==> config.mk <==
export PLATFORM = sky130hd
export DESIGN_NAME = regfile_write_arbiter
export DESIGN_NICKNAME = d
export VERILOG_FILES = /design/src/rtl/regfile_write_arbiter.sv
export SDC_FILE = /design/constraint.sdc
export NUM_CORES = 1
export LEC_CHECK = 0
export BUFFER_PORTS_ARGS = -buffer_cell sky130_fd_sc_hd__buf_2
export CORE_ASPECT_RATIO = 1.1
export CORE_UTILIZATION = 35
export DETAILED_ROUTE_END_ITERATION = 12
export HOLD_SLACK_MARGIN = 0.02
export PLACE_DENSITY = 0.56
export SYNTH_ARGS = -nofsm -noshare
export SYNTH_HDL_FRONTEND = slang
export SYNTH_SLANG_ARGS = --single-unit
==> constraint.sdc <==
create_clock -name clock -period 17.35 [get_ports clock]
set_input_delay 0.8675 -clock clock [delete_from_list [all_inputs] [get_ports clock]]
set_output_delay 0.8675 -clock clock [all_outputs]
set_load 0.02 [all_outputs]
==> src/rtl/regfile_write_arbiter.sv <==
// Round-robin write-port arbiter between ALU and load writeback, with a pending-register scoreboard.
// Optional macro R0_DISCARD_EN: writes and claims to register 0 are dropped.
module regfile_write_arbiter (
    input  logic        clock,
    input  logic        reset,
    input  logic        alu_req,
    input  logic [4:0]  alu_addr,
    input  logic [31:0] alu_data,
    output logic        alu_gnt,
    input  logic        mem_req,
    input  logic [4:0]  mem_addr,
    input  logic [31:0] mem_data,
    output logic        mem_gnt,
    output logic        rf_we,
    output logic [4:0]  rf_waddr,
    output logic [31:0] rf_wdata,
    input  logic        claim_valid,
    input  logic [4:0]  claim_addr,
    input  logic [4:0]  rs_addr,
    input  logic [4:0]  rt_addr,
    output logic        rs_pending,
    output logic        rt_pending,
    output logic [5:0]  pending_count
);

    logic        prio_q, prio_d;
    logic        rf_we_q, rf_we_d;
    logic [4:0]  rf_waddr_q, rf_waddr_d;
    logic [31:0] rf_wdata_q, rf_wdata_d;
    logic [31:0] pend_q, pend_d;
    logic [5:0]  count_q, count_d;

    logic        alu_gnt_c, mem_gnt_c;
    logic        alu_acc, mem_acc, xfer;
    logic [4:0]  xfer_addr;
    logic [31:0] xfer_data;
    logic        wr_en, claim_en;

    // Grants are masked by reset so nothing can be accepted while it is held.
    always_comb begin
        alu_gnt_c = 1'b0;
        mem_gnt_c = 1'b0;
        if (!reset) begin
            if (alu_req && (!mem_req || !prio_q)) begin
                alu_gnt_c = 1'b1;
            end else if (mem_req) begin
                mem_gnt_c = 1'b1;
            end
        end
    end

    assign alu_acc   = alu_req && alu_gnt_c;
    assign mem_acc   = mem_req && mem_gnt_c;
    assign xfer      = alu_acc || mem_acc;
    assign xfer_addr = alu_acc ? alu_addr : mem_addr;
    assign xfer_data = alu_acc ? alu_data : mem_data;

`ifdef R0_DISCARD_EN
    assign wr_en    = xfer && (xfer_addr != 5'd0);
    assign claim_en = claim_valid && (claim_addr != 5'd0);
`else
    assign wr_en    = xfer;
    assign claim_en = claim_valid;
`endif

    always_comb begin
        prio_d     = prio_q;
        rf_we_d    = wr_en;
        rf_waddr_d = rf_waddr_q;
        rf_wdata_d = rf_wdata_q;
        if (alu_acc) begin
            prio_d = 1'b1;
        end else if (mem_acc) begin
            prio_d = 1'b0;
        end
        if (wr_en) begin
            rf_waddr_d = xfer_addr;
            rf_wdata_d = xfer_data;
        end
    end

    // Clear first, then claim, so a claim to the same address wins.
    always_comb begin
        pend_d = pend_q;
        if (xfer) begin
            pend_d[xfer_addr] = 1'b0;
        end
        if (claim_en) begin
            pend_d[claim_addr] = 1'b1;
        end
    end

    always_comb begin
        count_d = '0;
        for (int unsigned i = 0; i < 32; i++) begin
            count_d = count_d + {5'b0, pend_d[i]};
        end
    end

    always_ff @(posedge clock or posedge reset) begin
        if (reset) begin
            prio_q     <= 1'b0;
            rf_we_q    <= 1'b0;
            rf_waddr_q <= '0;
            rf_wdata_q <= '0;
            pend_q     <= '0;
            count_q    <= '0;
        end else begin
            prio_q     <= prio_d;
            rf_we_q    <= rf_we_d;
            rf_waddr_q <= rf_waddr_d;
            rf_wdata_q <= rf_wdata_d;
            pend_q     <= pend_d;
            count_q    <= count_d;
        end
    end

    assign alu_gnt       = alu_gnt_c;
    assign mem_gnt       = mem_gnt_c;
    assign rf_we         = rf_we_q;
    assign rf_waddr      = rf_waddr_q;
    assign rf_wdata      = rf_wdata_q;
    assign rs_pending    = pend_q[rs_addr];
    assign rt_pending    = pend_q[rt_addr];
    assign pending_count = count_q;

endmodule

Yosys cells after proc, flatten, opt, wreduce, memory -nomap -nowiden
Cells that the tools add are included.
- add/sub/neg operators: 31
- multipliers: 0
- div/mod/pow operators: 0
- magnitude comparators: 6
- equal/unequal tests: 0
- shift-type cells: 0
- muxes and demuxes: 19
- bitwise gates (word level): 3
- reductions and logical operators: 10
- operators with widths (operator ; number):
    adder 6 x 1 -> 6 bit ; 26
    two-way mux 32 bit ; 3
    AND 32 bit ; 1
    inverter 32 bit ; 1
    bitwise OR 32 bit ; 1
    < comparator 5 x 6 -> 1 bit, second input constant ; 4
    two-way mux 1 bit ; 11
    binary-select mux 1 bit (select 5 bit) ; 2
    demux 1 bit (select 5 bit) ; 2
    >= comparator 5 x 1 -> 1 bit, second input constant ; 2
    adder 5 x 1 -> 6 bit ; 1
    adder 4 x 1 -> 5 bit ; 1
    logical AND 1 bit ; 5
    two-way mux 5 bit ; 1
    adder 3 x 1 -> 4 bit ; 1
    adder 2 x 1 -> 3 bit ; 1
    adder 1 x 1 -> 2 bit ; 1
    zero test 1 bit ; 2
    logical OR 1 bit ; 2
    nonzero test 2 bit ; 1
- register bits: 77
- latch bits: 0
- bits in writable memories: 0
- memory bits (read-only): 0
- input bits: 94
- output and inout bits: 48
- logic and storage cells: 75
- memories: 0

Longest topological paths before layout
Gate-level depths: netlist of run 1.
- depth in word-level cells: 47
- gate-level depth with buffers: 21
- mapped depth without buffers: 21

Worst setup path after synthesis of run 1
No wires, ideal clock.
- path kind: input port to flip-flop
- start: input port reset
- end: register count_q[4] (netlist: pending_count[4])
- library setup time: 0.080 ns
- arrival: 6.293 ns
- required time: 17.270 ns
- path slack: 10.977 ns
- stages: 21
- path buffers: 0
- cell sequence: and2b_4 nand2_8 inv_4 mux2_4 o31ai_1 o21ai_0 fa_1 inv_1 fa_1 fa_1 inv_1 fa_1 inv_1 fa_1 fa_1 inv_1 ha_1 fa_1 a21o_1 a21oi_1 xnor2_1
- elaborated cells on any way between the ends: 47
- classes of those cells: add/sub: 31; order compare: 2; mux: 7; bitwise: 3; reduce/logical: 4
- RTL lines (element ; RTL line ; source):
    start: declaration ; 5 ; input logic reset,
    two-way mux 1 bit * ; 43 ; if (!reset) begin
    net alu_gnt ; 9 ; output logic alu_gnt,
    logical AND 1 bit * ; 52 ; assign alu_acc = alu_req && alu_gnt_c;
    two-way mux 5 bit ; 55 ; assign xfer_addr = alu_acc ? alu_addr : mem_addr;
    < comparator 5 x 6 -> 1 bit (not written as such) or >= comparator 5 x 1 -> 1 bit (tied branches) ; 86 ; pend_d[xfer_addr] = 1'b0;
    logical AND 1 bit (not written as such) ; 86 ;
    two-way mux 1 bit (not written as such) ; 86 ;
    demux 1 bit (select 5 bit) ; 86 ;
    inverter 32 bit (no line) ; - ;
    AND 32 bit (no line) ; - ;
    two-way mux 32 bit * ; 85 ; if (xfer) begin
    bitwise OR 32 bit (no line) ; - ;
    two-way mux 32 bit * ; 88 ; if (claim_en) begin
    net pend_d[17] ; 30 ; logic [31:0] pend_q, pend_d;
    adder 6 x 1 -> 6 bit * (15 in a row) ; 96 ; count_d = count_d + {5'b0, pend_d[i]};
    net count_d[4] ; 31 ; logic [5:0] count_q, count_d;
    end signal: assignment ; 114 ; count_q <= count_d;
    end: declaration ; 31 ;
Mark *: on every way through the listed nets, which the timed path passes. The rest lies on a longest branch.
A chain may end at the register's enable or synchronous reset.

Final worst setup path of run 1
- start: input port mem_req
- end: register count_q[4] (netlist: pending_count[4])
- cells in the longest elaborated chain, start to end: 47
- elaborated cells on any way between the ends: 53
- classes of those cells: add/sub: 31; order compare: 2; mux: 10; bitwise: 3; reduce/logical: 7
- RTL lines (element ; RTL line ; source):
    start: declaration ; 10 ; input logic mem_req,
    zero test 1 bit ; 44 ; if (alu_req && (!mem_req || !prio_q)) begin
    logical OR 1 bit ; 44 ;
    logical AND 1 bit ; 44 ;
    two-way mux 1 bit ; 44 ;
    two-way mux 1 bit ; 43 ;
    logical AND 1 bit ; 52 ;
    two-way mux 5 bit ; 55 ;
    < comparator 5 x 6 -> 1 bit (not written as such) or >= comparator 5 x 1 -> 1 bit (tied branches) ; 86 ;
    (+8 left out) ; - ;
    adder 1 x 1 -> 2 bit ; 96 ;
    adder 2 x 1 -> 3 bit ; 96 ;
    adder 3 x 1 -> 4 bit ; 96 ;
    adder 4 x 1 -> 5 bit ; 96 ;
    adder 5 x 1 -> 6 bit ; 96 ;
    adder 6 x 1 -> 6 bit (25 in a row) ; 96 ;
    adder 6 x 1 -> 6 bit * ; 96 ;
    net count_d[4] ; 31 ;
Marked as above.

==> flow_metrics.env, run 1 <==
export IMPL_h_tree_depth=3
export IMPL_yosys_area_share_simple=0.141
export IMPL_setup_violations=0
export IMPL_synth_top_family_by_area="compound AO/OA/AOI/OAI gates"
export IMPL_whs_endpoint="rf_wdata[3]$_DFFE_PP0N_"
export IMPL_antenna_found_initial=0
export IMPL_die_area_um2=14400
export IMPL_root_buffer="clkbuf_16"
export IMPL_r2r_end="pending_count[4]$_DFF_PP0_"
export IMPL_drv_slew=0
export IMPL_crit_path_cell_trace="buf_2, nor2_1, nor2_4, o21ai_1, o31ai_1, o21a_1, fa_1, fa_1, inv_1, fa_1, fa_1, inv_1, fa_1, fa_1, inv_1, ha_1, fa_1, a21o_1, a21oi_1, xnor2_1"
export IMPL_ys_flop_type="dfrtp_1"
export IMPL_critical_path_class="in -> reg"
export IMPL_grt_max_degree=78
export IMPL_leakagePower_uw=0.00274
export IMPL_grt_pass1_wl_um=22700
export IMPL_p_per_area_nw_per_um2=265
export IMPL_ys_ff_latch=77
export IMPL_port_buffers=141
export IMPL_drtIter0Drc=212
export IMPL_grtUsageMet1=0.262
export IMPL_crit_start="mem_req"
export IMPL_antenna_left=0
export IMPL_ctsResizeCount=0
export IMPL_hold_depth=2
export IMPL_drtPass1Iterations=4
export IMPL_hold_buffers=0
export IMPL_crit_fanout=47
export IMPL_ff2ff_setup_slack_ns=10.90
export IMPL_worstSetupEndpointType="flop"
export IMPL_whs_ns=0.528
export IMPL_slew_headroom=0.300
export IMPL_r2r_start="prio_q$_DFFE_PP0N_"
export IMPL_rsz0062_at_grt="no"
export IMPL_synth_cell_types=45
export IMPL_synth_compound_area_frac=0.224
export IMPL_cts_setup_buffers=0
export IMPL_dp_hpwl_um=10700
export IMPL_synth_edf_count=0
export IMPL_drive_gt1_frac=0.282
export IMPL_syn_area_um2=4880
export IMPL_busiest_layer="met2"
export IMPL_synthAdderAreaFrac=0.116
export IMPL_grt_overflow=0
export IMPL_max_cap_violations=0
export IMPL_grt_pass1_vias=4407
export IMPL_synth_cells=506
export IMPL_final_cells=826
export IMPL_cts_tree="done"
export IMPL_final_common_cell="buf_2"
export IMPL_numCtsBuffers=9
export IMPL_post_route_period_util=0.400
export IMPL_cp_common_cell="fa_1"
export IMPL_status="finished, final reports clean"
export IMPL_mostFrequentLayoutCells="141 x buf_2, 77 x dfrtp_1, 75 x nor2_1, 33 x mux2i_1"
export IMPL_synth_seq_area_share=0.395
export IMPL_drc_errors=0
export IMPL_gp_congestion=0.886
export IMPL_grt_use_total=0.206
export IMPL_async_reset_ff_frac=1.00
export IMPL_die_width_um=115
export IMPL_wire_per_inst_um=16.9
export IMPL_core_area_um2=13400
export IMPL_min_period_ns=6.94
export IMPL_synthMuxAreaShare=0.0735
export IMPL_io_pins=142
export IMPL_n_antenna_cell=0
export IMPL_cp_slowest_cell="nor2_4"
export IMPL_dpl_cell_count=810
export IMPL_startpoint_type="input port"
export IMPL_grtUsageMet2=0.336
export IMPL_min_from="rf_wdata[3]$_DFFE_PP0N_"
export IMPL_ir_worst_vdd_v=0.000325
export IMPL_num_vias=4304
export IMPL_area_growth_pct=23.6
export IMPL_viasPerCell=5.21
export IMPL_critical_path_required_ns=17.61
export IMPL_synth_xor_area_share=0.00538
export IMPL_cts_max_path_buffers=2
export IMPL_insertion_delay_ns=0.35
export IMPL_grt_use_met3=0.0443
export IMPL_critPathArrivalTime_ns=7.20
export IMPL_fmax_ghz=0.144
export IMPL_finalSetupTns_ns=0
export IMPL_fin_skew_ns=0.00654
export IMPL_path_clk_slew_ns=0.07
export IMPL_initial_core_util=0.364
export IMPL_slowest_delay_ns=0.79
export IMPL_fp_dieH_um=126
export IMPL_reg2reg_depth=20
export IMPL_syn_num_nets=631
export IMPL_hold_path_class="reg -> reg"
export IMPL_routed_wl_um=13900
export IMPL_ys_warn_count=0
export IMPL_placementRows=44
export IMPL_synth_avg_cell_area_um2=9.65
export IMPL_hold_violations=0
export IMPL_nets=762
export IMPL_cts_num_sinks=77
export IMPL_tightest_slew_ns=1.05
[where the power goes]
group | switching, uW | internal [uW]
logic | 616 | 517
clock network | 84.5 | 100
registers | 32.2 | 250
[per-layer routing]
layer	vias up	wire, um	part of all wire
met4	0	382	0.027
met3	27	954	0.069
met2	168	6760	0.49
li1	2077	-	-
met1	2032	5830	0.42
met5	-	0	0
[cell usage after synthesis (2+ instances only)]
cell / n / area (um^2)
a22oi_1: 8 / 60.1
o21a_1: 26 / 195
nand4b_1: 2 / 17.5
clkbuf_1: 13 / 48.8
a21oi_1: 15 / 75.1
nand2_1: 24 / 90.1
a31oi_2: 3 / 37.5
nand3b_1: 5 / 37.5
o21ai_0: 32 / 160
a31oi_1: 3 / 18.8
o31ai_1: 31 / 233
and2_1: 3 / 18.8
inv_1: 32 / 120
nor3_1: 2 / 10.0
a21o_1: 3 / 22.5
o22ai_1: 32 / 200
nand2b_1: 4 / 25.0
nand3_1: 6 / 30.0
buf_1: 3 / 11.3
ha_1: 7 / 87.6
a211oi_1: 3 / 22.5
nor2b_1: 5 / 31.3
o21ai_2: 2 / 17.5
nor2_1: 76 / 285
or3b_2: 3 / 26.3
o21ai_1: 2 / 10.0
nor4b_2: 4 / 60.1
a311o_1: 2 / 20.0
mux2i_1: 33 / 330
fa_1: 24 / 480
buf_2: 7 / 35.0
dfrtp_1: 77 / 1930
xnor2_1: 2 / 17.5
[how the worst max path moves through the flow]
stage | cells after the start | slack, ns | end
global placement | 21 | 10.15 | pending_count[4]$_DFF_PP0_
global route | 20 | 10.01 | pending_count[4]$_DFF_PP0_
finish | 20 | 10.41 | pending_count[4]$_DFF_PP0_
floorplan | 21 | 10.98 | pending_count[4]$_DFF_PP0_
detailed placement | 20 | 10.03 | pending_count[4]$_DFF_PP0_
CTS | 20 | 10.38 | pending_count[4]$_DFF_PP0_
[through the flow]
stage | instance area [um^2] | utilization | setup WS (ns) | power, uW
finish | 6030 | 0.449 | 10.41 | 1600
global route | 6030 | 0.449 | 10.01 | 1810
CTS | 6030 | 0.449 | 10.38 | 1640
detailed placement | 5750 | 0.428 | 10.03 | 1450
global placement | 5750 | 0.428 | 10.15 | 1420
floorplan | 4880 | - | 10.98 | 1180
[cells by family (layout without fill, tap and decap cells)]
| kind of cell | count (synthesis) | after routing |
|---|---|---|
| mux | 35 | 35 |
| simple gates | 140 | 140 |
| fa+ha+maj | 31 | 31 |
| flops | 77 | 77 |
| buf+inv | 56 | 192 |
| xor+xnor | 3 | 3 |
| compound gates | 164 | 164 |
[critical path: cells and delay by family]
family,cells,cell delay (ns)
adders and majority gates,8,3.66
AOI/OAI and AO/OA,5,1.41
and+or+nand+nor,2,0.86
buffers and inverters,4,0.27
xor gates and xnor gates,1,0.13
[state kept, by name (all words and copies together) (netlist names)]
register       flops
pend_q            32
rf_wdata          32
pending_count      6
rf_waddr           5
prio_q             1
rf_we              1
[layout make-up]
| class | instances | area [um^2] |
|---|---|---|
| tap | 184 | 230 |
| fill | 1369 | 7400 |
| clock buffer | 9 | 225 |
| sequential | 77 | 1930 |
| clock inverter | 7 | 62.6 |
| timing repair buffer | 143 | 721 |
| multi-input combinational | 373 | 2740 |
| inverter | 33 | 126 |
No activity file was read; power rests on OpenSTA's default activity.
==> run 2: changes to the inputs <==
--- a/config.mk
+++ b/config.mk
@@ -5,12 +5,13 @@
 export SDC_FILE = /design/constraint.sdc
 export NUM_CORES = 1
 export LEC_CHECK = 0
+export ABC_AREA = 1
 export BUFFER_PORTS_ARGS = -buffer_cell sky130_fd_sc_hd__buf_2
 export CORE_ASPECT_RATIO = 1.1
 export CORE_UTILIZATION = 35
 export DETAILED_ROUTE_END_ITERATION = 12
 export HOLD_SLACK_MARGIN = 0.02
-export PLACE_DENSITY = 0.56
+export PLACE_DENSITY = 0.57
 export SYNTH_ARGS = -nofsm -noshare
 export SYNTH_HDL_FRONTEND = slang
 export SYNTH_SLANG_ARGS = --single-unit
==> constraint.sdc (replaced) <==
create_clock -name clock -period 6.08 [get_ports clock]
set_input_delay 0.304 -clock clock [delete_from_list [all_inputs] [get_ports clock]]
set_output_delay 0.304 -clock clock [all_outputs]
set_load 0.02 [all_outputs]
==> flow_metrics.env, run 2 <==
export IMPL_die_width_um=118
export IMPL_hold_violations=0
export IMPL_status="finished, final reports clean"
export IMPL_yosysTopAreaCell="dfrtp_1"
export IMPL_fp_dieH_um=130
export IMPL_slew_headroom=0.168
export IMPL_min_period_ns=5.79
export IMPL_worstSetupEndpointType="flop"
export IMPL_cts_num_sinks=77
export IMPL_fmax_ghz=0.173
export IMPL_startpoint_type="input port"
export IMPL_mostFrequentLayoutCells="210 x nand2_1, 141 x buf_2, 123 x inv_1, 77 x dfrtp_1"
export IMPL_synth_avg_cell_area_um2=7.52
export IMPL_finalSetupTns_ns=0
export IMPL_drtIter0Drc=285
export IMPL_syn_area_um2=5180
export IMPL_routed_wl_um=15200
export IMPL_critPathBufInv=7
export IMPL_path_clk_slew_ns=0.06
export IMPL_drive_gt1_frac=0.257
export IMPL_dp_hpwl_um=12000
export IMPL_crit_family="adder cells"
export IMPL_hold_path_class="in -> reg"
export IMPL_nets=968
export IMPL_final_cells=1040
export IMPL_die_area_um2=15300
export IMPL_h_tree_depth=3
export IMPL_cts_tree="done"
export IMPL_drtPass1Iterations=4
export IMPL_grt_overflow=0
export IMPL_initial_core_util=0.359
export IMPL_cts_max_path_buffers=2
export IMPL_yosysMostFrequentCell="nand2_1"
export IMPL_wire_per_inst_um=14.6
export IMPL_cp_common_cell="fa_1"
export IMPL_n_antenna_cell=0
export IMPL_synth_edf_count=0
export IMPL_viasPerCell=4.70
export IMPL_dpl_cell_count=1011
export IMPL_setup_violations=0
export IMPL_rsz0062_at_grt="no"
export IMPL_insertion_delay_ns=0.34
export IMPL_grt_pass1_vias=4411
export IMPL_antenna_found_initial=0
export IMPL_root_buffer="clkbuf_16"
export IMPL_gp_congestion=0.895
export IMPL_ir_worst_vdd_v=0.00119
export IMPL_slowest_delay_ns=0.55
export IMPL_synth_area_top_cells="dfrtp_1 37%, nand2_1 15%, fa_1 9.3%"
export IMPL_p_per_area_nw_per_um2=721
export IMPL_synth_cell_types=26
export IMPL_async_reset_ff_frac=1.00
export IMPL_synth_common_cells="211 x nand2_1, 123 x inv_1, 77 x dfrtp_1"
export IMPL_grt_pass1_wl_um=23800
export IMPL_grt_use_total=0.203
export IMPL_post_route_period_util=0.952
export IMPL_drc_errors=0
export IMPL_ys_ff_latch=77
export IMPL_synth_top_area_share=0.372
export IMPL_critPathArrivalTime_ns=6.01
export IMPL_antenna_left=0
export IMPL_io_pins=142
export IMPL_numCtsBuffers=9
export IMPL_max_cap_violations=0
export IMPL_grt_max_degree=65
export IMPL_leakagePower_uw=0.00343
export IMPL_critical_path_class="in -> reg"
export IMPL_num_vias=4893
export IMPL_ys_warn_count=0
export IMPL_core_area_um2=14400
export IMPL_ys_flop_type="dfrtp_1"
export IMPL_final_common_cell="nand2_1"
export IMPL_tightest_slew_ns=1.24
export IMPL_drv_slew=0
export IMPL_synth_seq_area_share=0.372
export IMPL_cp_slowest_cell="fa_1"
export IMPL_fin_skew_ns=0.00695
export IMPL_crit_fanout=9
export IMPL_syn_num_nets=814
export IMPL_placementRows=46
export IMPL_synth_cells=689
export IMPL_critical_path_required_ns=6.30
export IMPL_port_buffers=141
export IMPL_area_growth_pct=27.1
run 2: cell count changes after synthesis, moves of 8 or more:
cell and change:
nor3_1 +10, nand2_4 +10, nand2_1 +187, o21a_1 -26
nor2_4 +12, inv_1 +91, a21oi_1 +42, o31ai_1 -31
o21ai_0 -29, nand3_1 +47, a22oi_1 -8, nor2_1 -50
mux2i_1 -33
run 2: routing by layer:
metal  share of wire  vias to the layer above  track usage
met2            0.48                      156        0.338
met1            0.45                     2247        0.268
met3           0.057                       18       0.0379
li1                -                     2472            -
met5               0                        -            0
met4           0.020                        0       0.0679
run 2: final timing paths:
path | cells after the start | to | slack (ns) | start
max | 25 | pending_count[4]$_DFF_PP0_ | 0.29 | reset
min reg2reg | 2 | rf_waddr[1]$_DFFE_PP0N_ | 0.48 | rf_waddr[1]$_DFFE_PP0N_
max in group asynchronous | 4 | pend_q[23]$_DFF_PP0_ | 4.67 | reset
max reg2reg | 23 | pending_count[4]$_DFF_PP0_ | 0.43 | prio_q$_DFFE_PP0N_
min in group asynchronous | 3 | rf_waddr[4]$_DFFE_PP0N_ | 0.42 | reset
min | 3 | rf_wdata[7]$_DFFE_PP0N_ | 0.25 | mem_data[7]
run 2: worst reg2reg max path, cell delays in order (launching register included):
cell and delay, ns:
dfrtp_1 0.39, nand2_2 0.19, nand3_4 0.15, buf_4 0.18, nand2_1 0.07, nand2_2 0.10
nand2_4 0.11, nor2_4 0.05, nand2_1 0.10, a21oi_1 0.09, fa_1 0.54, inv_1 0.05
fa_1 0.55, fa_1 0.44, fa_1 0.55, inv_1 0.05, fa_1 0.45, fa_1 0.51
inv_1 0.04, ha_1 0.22, fa_2 0.35, nand3_1 0.08, nand3_1 0.08, xor2_1 0.15
run 2: repair_timing:
| action | in CTS | in global routing |
|---|---|---|
| setup endpoints to repair | 0 | 5 |
| endpoints found under the hold margin | 1 | 0 |
| setup buffers | 0 | 11 |
| resized for setup | 0 | 13 |
| hold buffers | 1 | 0 |
run 2: report_power, final:
| group | switching (uW) | total [uW] | internal (uW) |
|---|---|---|---|
| registers | 114 | 836 | 722 |
| clock network | 215 | 547 | 332 |
| logic | 1930 | 3360 | 1430 |
run 2: cell families (layout without fill, tap and decap cells):
group                    after synthesis  count (layout)  synth area share
flip-flops                            77              77             0.372
AO/OA/AOI/OAI                         94              94            0.0998
adder cells (fa/ha/maj)               31              31             0.110
AND/OR/NAND/NOR                      340             341             0.304
XOR/XNOR                               3               3           0.00507
buffers and inverters                144             302             0.109
run 2: through the flow:
step                instance area, um^2  setup WS [ns]  utilization  hold WS, ns  total power [uW]
finish                             6580          0.289        0.456        0.252              4750
global route                       6580        0.00282        0.456        0.252              5410
CTS                                6410        0.00420        0.444        0.242              4800
detailed placement                 6090          0.165        0.422        0.198              4220
global placement                   6090          0.249        0.422        0.197              4220
floorplan                          5180         0.0914            -        0.366              3450
run 2: area by class of cell:
type,instances,area (um^2)
multi-input cells,469,2730
inverters,124,470
repair buffers,162,903
well taps,192,240
clock inverters,6,71.3
flip-flops and latches,77,1930
fillers,1488,7860
clock buffers,10,239
